==> config.mk <==
export PLATFORM = sky130hd
export DESIGN_NAME = ddr_port_arbiter
export DESIGN_NICKNAME = d
export VERILOG_FILES = /design/src/rtl/ddr_port_arbiter.sv
export SDC_FILE = /design/constraint.sdc
export NUM_CORES = 1
export LEC_CHECK = 0
export CAP_MARGIN = 0
export CELL_PAD_IN_SITES_DETAIL_PLACEMENT = 1
export CELL_PAD_IN_SITES_GLOBAL_PLACEMENT = 2
export CORE_AREA = 2 2 406 408
export DETAILED_ROUTE_END_ITERATION = 6
export DIE_AREA = 0 0 408 410
export GPL_ROUTABILITY_DRIVEN = 0
export HOLD_SLACK_MARGIN = 0.06
export PLACE_DENSITY_LB_ADDON = 0.1
export SLEW_MARGIN = 20
export SYNTH_ARGS = -nofsm -noshare
export SYNTH_HDL_FRONTEND = slang
export SYNTH_SLANG_ARGS = --single-unit
==> constraint.sdc <==
create_clock -name clk -period 6.3 [get_ports clk]
set_input_delay 0.945 -clock clk [delete_from_list [all_inputs] [get_ports clk]]
set_output_delay 0.945 -clock clk [all_outputs]
set_load 0.02 [all_outputs]
==> src/rtl/ddr_port_arbiter.sv <==
// ddr_port_arbiter
// ----------------
// Shares the DDR controller command interface between NUM_PORTS clients.
// One command is in flight at a time (IDLE -> ISSUE -> WAIT). Reads record
// the issuing port in a tag FIFO so returning data is routed back in order.
//
// Ports
//   clk, rst           : clock, synchronous active-high reset
//   req/we/addr/wdata  : per-port request (flat packed, port i at slice i)
//   ack                : one-cycle pulse when the port's command is accepted
//   rd_valid, rd_data  : routed read return (rd_data shared by all ports)
//   busy               : arbiter not idle, or controller not initialised
//   err_orphan         : sticky, read data arrived with no pending tag
//   init_done, cmd_busy, ddr_data_valid, ddr_rd_data : from controller
//   cmd, cmd_valid, ddr_address, ddr_wr_data        : to controller
module ddr_port_arbiter #(
    parameter int         NUM_PORTS       = 4,
    parameter int         ADDR_W          = 25,
    parameter int         DATA_W          = 128,
    parameter int         PRIO_MODE       = 0,
    parameter int         MAX_OUTSTANDING = 4,
    parameter logic [3:0] CMD_RD          = 4'h1,
    parameter logic [3:0] CMD_WR          = 4'h2
) (
    input  logic                        clk,
    input  logic                        rst,
    input  logic [NUM_PORTS-1:0]        req,
    input  logic [NUM_PORTS-1:0]        we,
    input  logic [NUM_PORTS*ADDR_W-1:0] addr,
    input  logic [NUM_PORTS*DATA_W-1:0] wdata,
    output logic [NUM_PORTS-1:0]        ack,
    output logic [NUM_PORTS-1:0]        rd_valid,
    output logic [DATA_W-1:0]           rd_data,
    output logic                        busy,
    output logic                        err_orphan,
    input  logic                        init_done,
    input  logic                        cmd_busy,
    input  logic                        ddr_data_valid,
    input  logic [DATA_W-1:0]           ddr_rd_data,
    output logic [3:0]                  cmd,
    output logic                        cmd_valid,
    output logic [ADDR_W-1:0]           ddr_address,
    output logic [DATA_W-1:0]           ddr_wr_data
);

    localparam int PW = (NUM_PORTS > 1) ? $clog2(NUM_PORTS) : 1;
    localparam int TW = $clog2(MAX_OUTSTANDING);
    localparam logic [TW:0] TAG_DEPTH = (TW+1)'(MAX_OUTSTANDING);

    localparam logic [1:0] S_IDLE  = 2'd0;
    localparam logic [1:0] S_ISSUE = 2'd1;
    localparam logic [1:0] S_WAIT  = 2'd2;

    logic [1:0]           state;
    logic [PW-1:0]        last;
    logic [PW-1:0]        winner;
    logic                 win_rd;
    logic [PW-1:0]        sel;
    logic                 sel_found;
    logic [NUM_PORTS-1:0] elig;
    logic [PW-1:0]        rr_idx [NUM_PORTS];

    logic [PW-1:0]        tag_mem [MAX_OUTSTANDING];
    logic [TW-1:0]        wr_ptr;
    logic [TW-1:0]        rd_ptr;
    logic [TW:0]          tag_cnt;
    logic                 tag_full;
    logic                 tag_empty;
    logic                 accept;
    logic                 push;
    logic                 pop;

    assign tag_full  = (tag_cnt == TAG_DEPTH);
    assign tag_empty = (tag_cnt == '0);
    assign accept    = (state == S_ISSUE) && !cmd_busy;
    assign push      = accept && win_rd;
    assign pop       = ddr_data_valid && !tag_empty;
    assign cmd_valid = (state == S_ISSUE);
    assign busy      = (state != S_IDLE) || !init_done;

    // Per-port eligibility and round-robin search order. A full tag FIFO
    // only blocks reads, so writes can still overtake a stalled read.
    for (genvar k = 0; k < NUM_PORTS; k++) begin : g_port
        assign elig[k]   = req[k] && (we[k] || !tag_full);
        assign rr_idx[k] = PW'((32'(last) + k + 1) % NUM_PORTS);
    end

    // Winner selection, evaluated every cycle but only used in IDLE.
    always_comb begin
        sel       = '0;
        sel_found = 1'b0;
        if (PRIO_MODE != 0) begin
            // Descending scan: the lowest eligible index is written last.
            for (int i = NUM_PORTS - 1; i >= 0; i--) begin
                if (elig[i]) begin
                    sel       = PW'(i);
                    sel_found = 1'b1;
                end
            end
        end else begin
            for (int k = 0; k < NUM_PORTS; k++) begin
                if (!sel_found && elig[rr_idx[k]]) begin
                    sel       = rr_idx[k];
                    sel_found = 1'b1;
                end
            end
        end
    end

    // Ack is coincident with the controller accepting the command.
    always_comb begin
        ack = '0;
        if (accept)
            ack[winner] = 1'b1;
    end

    // Command FSM. Once a command is latched it always finishes its
    // handshake; init_done only gates the next selection in IDLE.
    always_ff @(posedge clk) begin
        if (rst) begin
            state       <= S_IDLE;
            last        <= PW'(NUM_PORTS - 1);
            winner      <= '0;
            win_rd      <= 1'b0;
            cmd         <= '0;
            ddr_address <= '0;
            ddr_wr_data <= '0;
        end else begin
            case (state)
                S_IDLE: begin
                    if (init_done && !cmd_busy && sel_found) begin
                        winner      <= sel;
                        win_rd      <= !we[sel];
                        cmd         <= we[sel] ? CMD_WR : CMD_RD;
                        ddr_address <= addr[sel*ADDR_W +: ADDR_W];
                        ddr_wr_data <= wdata[sel*DATA_W +: DATA_W];
                        state       <= S_ISSUE;
                    end
                end
                S_ISSUE: begin
                    if (!cmd_busy) begin
                        last  <= winner;
                        state <= S_WAIT;
                    end
                end
                S_WAIT: begin
                    if (!cmd_busy)
                        state <= S_IDLE;
                end
                default: state <= S_IDLE;
            endcase
        end
    end

    // Tag FIFO pointers. Push and pop in the same cycle leave the count
    // unchanged.
    always_ff @(posedge clk) begin
        if (rst) begin
            wr_ptr  <= '0;
            rd_ptr  <= '0;
            tag_cnt <= '0;
        end else begin
            if (push)
                wr_ptr <= wr_ptr + 1'b1;
            if (pop)
                rd_ptr <= rd_ptr + 1'b1;
            case ({push, pop})
                2'b10:   tag_cnt <= tag_cnt + 1'b1;
                2'b01:   tag_cnt <= tag_cnt - 1'b1;
                default: tag_cnt <= tag_cnt;
            endcase
        end
    end

    // Tag storage needs no reset; entries are only read behind wr_ptr.
    always_ff @(posedge clk) begin
        if (push)
            tag_mem[wr_ptr] <= winner;
    end

    // Read return: one register stage from ddr_data_valid to rd_valid.
    always_ff @(posedge clk) begin
        if (rst) begin
            rd_valid   <= '0;
            rd_data    <= '0;
            err_orphan <= 1'b0;
        end else begin
            rd_valid <= '0;
            if (pop) begin
                rd_valid[tag_mem[rd_ptr]] <= 1'b1;
                rd_data                   <= ddr_rd_data;
            end
            if (ddr_data_valid && tag_empty)
                err_orphan <= 1'b1;
        end
    end

endmodule

==> key figures, run 1 <==
Synthesis
  • Sequential area share after synthesis: 40.0%
  • Mapped cell area: 0.0158 mm^2
  • Dominant synthesized flop cell: dfxtp_1
  • Avg Cell Area, Syn: 8.84 um^2
  • Unique masters post-synth: 57
  • Share of flip-flops with an asynchronous set or reset: 0%
  • Syn. warnings: 0
  • EDFF count, synth: 8
  • Syn Inst Count: 1785
  • Synthesized flop and latch total: 311

Place
  • DP Area: 0.0285 mm^2
  • I/O Buffers: 1046
  • Detailed Place HPWL: 94200 um

Finish
  • Fillers: 19000
  • Most frequent cells in the layout: clkdlybuf4s50_1 (1045), nand2_1 (345), dfxtp_1 (303)
  • Leading cell type in the layout, fill and taps excluded: clkdlybuf4s50_1
  • Layout area overhead: 91.6%
  • Fin area: 0.0302 mm^2
  • Final nets: 3477
  • Layout cells sized above 1: 7.32%

Die
  • Core area: 0.163 mm^2
  • Die area: 0.167 mm^2
  • Die outline width: 408 um
  • Die Height: 410 um
  • FP Rows: 149
  • Initial Util: 9.65%
  • Io pins: 1049

Critical path
  • Setup crit end kind: output port
  • WS Path Type: primary input to output port
  • Critical Path RT: 5.35 ns
  • Slowest cell on crit path: clkdlybuf4s50_1
  • Worst setup SP type: primary input
  • Critical path arrival: 3.24 ns
  • Cell mode on critical path: clkdlybuf4s50_1
  • CP Cell Sequence: clkdlybuf4s50_1, nor2b_1, nand2_1, nor2_1, clkdlybuf4s50_1
  • CP max FO: 10
  • Largest stage delay, worst path: 0.69 ns

Timing
  • RSZ-0062 raised after global routing: false
  • Slew HR: 29.4%
  • Max Transition Viols Final: 0
  • Final period utilization: 66.5%
  • Peak Freq: 239 MHz
  • Slew @ Worst Pin: 1.06 ns
  • Final min period: 4.19 ns
  • Clock skew: 0.0420 ns
  • Final Hold Vio Count: 0
  • Setup violations, final: 0
  • Setup_tns: 0 ns

Clock tree
  • Total clock sinks: 311
  • Worst-skew pair later-pin latency: 0.66 ns
  • Post_cts resized: 0
  • CTS clk-pin slew, worst paths: 0.05 ns
  • Post-CTS Setup Bufs: 0
  • Clock root buffer: clkbuf_16
  • Hold-fix buffer count after cts: 0
  • Clock tree buffer depth: 3
  • CTS tree: yes
  • H-tree depth: 2
  • Num CTS Buffers: 50

Power
  • Max IR drop VDD: 0.165 mV
  • Pwr dens: 214 mW/mm^2
  • Lkg Pwr: 9.63 nW

Drt
  • Routed len/inst: 25.4 um
  • Via density: 3.73
  • Detailed-route via count: 18500
  • DR iter-0 viols: 724
  • Initial DRT Pass Iterations: 4
  • Drt total wl: 126000 um
  • ANT nets after route: 0
  • Drt drc: 0

GRT
  • First-pass GRT wire length: 172000 um
  • Vias in the first global route: 20000
  • GR Overflow Total: 0
  • GRT Overall Usage: 14.5%
  • Initial antenna violation count: 49
  • Pin count of the biggest net entering global routing: 162

Min path
  • Hold Path Class: flop to flop

Run status
  • Status: finished clean

Flow run
  • Max cap viols: 0
metal layers:
layer / vias up / track usage, % / wire length [um]
li1: 8433 / - / -
met1: 9148 / 16.6 / 51000
met2: 690 / 25.1 / 61500
met3: 164 / 5.64 / 10800
met4: 60 / 3.39 / 2530
met5: - / 0 / 383
where the power goes:
part           internal, W  leakage (nW)  switching [W]
sequential         0.00206          2.54      0.0000524
combinational     0.000793          6.29       0.000694
clock              0.00166         0.804        0.00122
total              0.00451          9.63        0.00196
worst paths after layout:
path / from / to / slack, ns / depth (start not counted)
setup / recovery: cmd_busy / ack[2] / 2.11 / 5
hold / removal: rd_data[49]$_SDFFE_PP0P_ / rd_data[49]$_SDFFE_PP0P_ / 0.45 / 2
setup reg to reg: tag_cnt[0]$_SDFFE_PP0P_ / ddr_wr_data[109]$_SDFFE_PP0P_ / 2.63 / 7
hold reg to reg: rd_data[49]$_SDFFE_PP0P_ / rd_data[49]$_SDFFE_PP0P_ / 0.45 / 2
per-stage QoR:
| stage | utilization (%) | power [W] | instances | setup slack (ns) | hold slack [ns] |
|---|---|---|---|---|---|
| final | 18.5 | 0.00647 | 4961 | 2.11 | 0.455 |
| after global routing | 18.5 | 0.00681 | 4954 | 1.83 | 0.472 |
| after CTS | 18.4 | 0.00669 | 4946 | 1.99 | 0.456 |
| after detailed placement | 17.4 | 0.00367 | 4853 | 1.60 | 0.447 |
| after global placement | 17.4 | 0.00367 | 4853 | 1.58 | 0.442 |
| after floorplan | - | 0.00274 | 1786 | 3.27 | 0.448 |
synth_stat cells (2+ instances only):
library cell | number | area share, %
nor2_1 | 16 | 0.38
ha_1 | 5 | 0.40
o21ai_0 | 84 | 2.7
buf_6 | 9 | 0.64
a21o_1 | 80 | 3.8
or4b_4 | 2 | 0.17
nor4b_1 | 84 | 4.7
mux4_2 | 75 | 11
nor2b_1 | 75 | 3.0
nor4_1 | 2 | 0.079
inv_1 | 10 | 0.24
dfxtp_1 | 303 | 38
a22o_1 | 73 | 4.1
buf_1 | 6 | 0.14
edfxtp_1 | 8 | 1.5
a21oi_1 | 135 | 4.3
buf_4 | 3 | 0.14
xor2_1 | 3 | 0.17
buf_2 | 55 | 1.7
and3_1 | 5 | 0.20
nand2b_1 | 4 | 0.16
a31oi_1 | 160 | 6.3
nor3_1 | 3 | 0.095
xnor2_1 | 2 | 0.11
nand2_1 | 345 | 8.2
nand3_1 | 84 | 2.7
a22oi_2 | 2 | 0.16
o2111ai_1 | 2 | 0.11
clkbuf_1 | 122 | 2.9
sequential cells by signal, summed over array words and instances (netlist names), named ones only:
signal       cells
wr_ptr           2
err_orphan       1
state            2
tag_cnt          3
ddr_address     25
cmd              2
rd_data        128
tag_mem          8
rd_valid         4
rd_ptr           2
ddr_wr_data    128
winner           2
last             2
cell type report:
| type | count | area [um^2] | share of cell area, % |
|---|---|---|---|
| repair buffers | 1075 | 10800 | 35.8 |
| well taps | 2189 | 2740 | 9.06 |
| clock inverters | 9 | 120 | 0.397 |
| diodes | 13 | 32.5 | 0.108 |
| inverters | 11 | 43.8 | 0.145 |
| multi-input cells | 1269 | 8650 | 28.6 |
| flip-flops and latches | 311 | 6310 | 20.9 |
| clock buffers | 84 | 1530 | 5.06 |
worst max-delay path, delay by kind of cell:
| kind | cells | cell delay [ns] |
|---|---|---|
| buf+inv | 2 | 1.33 |
| simple gates | 3 | 0.96 |
logic make-up after synthesis:
| family | share of synthesized area, % |
|---|---|
| compound gates | 22.5 |
| xor+xnor | 0.278 |
| fa+ha+maj | 0.523 |
| buf+inv | 5.84 |
| flops | 40.0 |
| mux | 10.7 |
| other cells | 0.0238 |
| simple gates | 20.2 |
(Power assumes the default switching activity.)
==> run 2, diff against run 1 <==
Settings changed: CORE_AREA 2 2 406 408 to 2 2 413 415, DIE_AREA 0 0 408 410 to 0 0 415 417.
Clock period 6.3 ns to 3.47 ns, I/O delays scaled along.
==> run 2 against run 1 <==
Count of clock-buffer cells in the layout is 15 lower. Combinational power is 90% higher. Worst setup slack worse by 1.7 ns. Critical path type is now flop to output port.
==> key figures, run 2 (synthesis results as in run 1) <==
Run status
  • Status: finished clean

Finish
  • Most frequent cells in the layout: clkdlybuf4s50_1 (1045), nand2_1 (345), dfxtp_1 (303)
  • Top Registers: ddr_wr_data: 128 flops, rd_data: 128 flops, ddr_address: 25 flops
  • Fin cells: 5034 (+1.5%)
  • Leading cell type in the layout, fill and taps excluded: clkdlybuf4s50_1
  • Layout area overhead: 96.3%
  • Layout cells sized above 1: 9.02% (+1.7 points)
  • Final nets: 3525 (+1.4%)

Critical path
  • R2r worst-path depth: 7 (unchanged)
  • WS Path Type: flop to output port
  • CP max FO: 4 (-6)
  • Critical Path RT: 2.95 ns (-2.40 ns)
  • Setup crit end kind: output port
  • Critical path arrival: 2.56 ns (-0.68 ns)
  • Worst setup SP type: flop

Power
  • Internal Power: 0.00857 W (+90%)
  • Psw: 0.00363 W (+85%)
  • Lkg Pwr: 10.0 nW (+3.8%)
  • Pwr dens: 394 mW/mm^2 (+84%)
  • Max IR drop VDD: 0.315 mV (+92%)
  • Power Total: 0.0122 W (+89%)
  • Clk network pwr share: 45.4% (+1.0 points)
  • Switching Fraction: 29.7% (-0.59 points)
  • Sequential share of power: 31.5% (-1.1 points)
  • Comb pwr share: 23.2% (+0.2 points)

Clock tree
  • H-tree depth: 2 (unchanged)
  • Clock tree buffer depth: 3 (unchanged)
  • Total clock sinks: 311 (unchanged)
  • Hold-fix buffer count after cts: 0 (unchanged)
  • CTS tree: yes
  • Clock root buffer: clkbuf_16
  • Post-CTS Setup Bufs: 0 (unchanged)
  • Worst-skew pair later-pin latency: 0.66 ns (about the same)
  • Num CTS Buffers: 50 (unchanged)
  • CTS clk-pin slew, worst paths: 0.06 ns (about the same)
  • Post_cts resized: 0 (unchanged)

Timing
  • Slew @ Worst Pin: 0.792 ns (-0.267 ns)
  • Max Transition Viols Final: 0 (unchanged)
  • Setup_tns: 0 ns (unchanged)
  • Final min period: 3.08 ns
  • Final Hold Vio Count: 0 (unchanged)
  • Clock skew: 0.0516 ns (+0.00957 ns)
  • Peak Freq: 325 MHz
  • Setup violations, final: 0 (unchanged)
  • Final period utilization: 88.7%
  • Final WS setup: 0.393 ns (-1.72 ns)
  • Slew HR: 47.2% (+18 points)
  • RSZ-0062 raised after global routing: false

Drt
  • Via density: 3.73 (+0.18%)
  • Initial DRT Pass Iterations: 4 (unchanged)
  • DR iter-0 viols: 983 (+36%)
  • Drt drc: 0 (unchanged)
  • Detailed-route via count: 18800 (+1.7%)
  • Drt total wl: 133000 um (+5.1%)
  • ANT nets after route: 0 (unchanged)
  • Routed len/inst: 26.3 um (+3.5%)

Die
  • Io pins: 1049 (unchanged)
  • Die area: 0.173 mm^2 (+3.5%)
  • Die outline width: 415 um (+1.7%)
  • FP Rows: 151 (+1.3%)
  • Initial Util: 9.36% (-0.29 points)
  • Core area: 0.169 mm^2 (+3.1%)
  • Die Height: 417 um (+1.7%)

GRT
  • Vias in the first global route: 20100 (+0.65%)
  • GR Overflow Total: 0 (unchanged)
  • Pin count of the biggest net entering global routing: 132 (-19%)
  • GRT Overall Usage: 14.7% (+0.25 points)
  • Initial antenna violation count: 49 (unchanged)
  • First-pass GRT wire length: 179000 um (+4.3%)

Place
  • I/O Buffers: 1046 (unchanged)
  • Detailed Place HPWL: 103000 um (+9.1%)
  • Dpl ws: -0.0865 ns (-1.69 ns)
  • Placed cells: 4931 (+1.6%)

Min path
  • Hold Path Class: primary input to flop
  • Worst hold path stage count: 2 (unchanged)

Flow run
  • Max cap viols: 0 (unchanged)
-- run 2: path summary, 6_finish.rpt --
kind	slack, ns	startpoint	endpoint
worst max-delay path	0.39	state[0]$_SDFFE_PP0P_	ack[2]
worst min-delay path	0.21	rst	winner[0]$_SDFFE_PP0P_
worst max register to register	0.50	tag_cnt[0]$_SDFFE_PP0P_	ddr_wr_data[14]$_SDFFE_PP0P_
worst min register to register	0.45	rd_data[127]$_SDFFE_PP0P_	rd_data[127]$_SDFFE_PP0P_
-- run 2: per-stage QoR --
stage	cell area, um^2	hold WS [ns]	utilization (%)
floorplan	15800	0.448	-
global placement	29200	0.442	17.3
detailed placement	29200	0.447	17.3
CTS	30900	0.128	18.4
global route	31000	0.152	18.4
finish	31000	0.212	18.4
-- run 2: worst max-delay path, cell delays in order (launching register included) --
cell and delay, ns:
dfxtp_1 0.32, nor2b_1 0.26, nor2b_1 0.31, nand2_1 0.13, nor2_1 0.11, clkdlybuf4s50_1 0.76
-- run 2: layout make-up --
cell class                 count  area [um^2]
fill                       19500       138000
timing repair buffer        1123        11400
multi-input combinational   1269         8650
sequential                   311         6310
tap                         2218         2780
clock buffer                  69         1420
clock inverter                21          303
inverter                      11         43.8
antenna                       12         30.0
-- run 2: per-layer routing --
| layer | up-vias | wire length (um) | GRT usage, % |
|---|---|---|---|
| met5 | - | 204 | 0 |
| met2 | 619 | 66800 | 26.1 |
| met4 | 32 | 2910 | 3.82 |
| met3 | 161 | 8130 | 3.96 |
| met1 | 9467 | 54500 | 17.4 |
| li1 | 8522 | - | - |
-- run 2: power by group through the flow --
stage	Clock, W	Sequential [W]	Combinational [W]
floorplan	0	0.00406	0.000909
global placement	0	0.00391	0.00286
detailed placement	0	0.00391	0.00287
CTS	0.00585	0.00384	0.00289
global route	0.00597	0.00385	0.00300
finish	0.00553	0.00384	0.00283
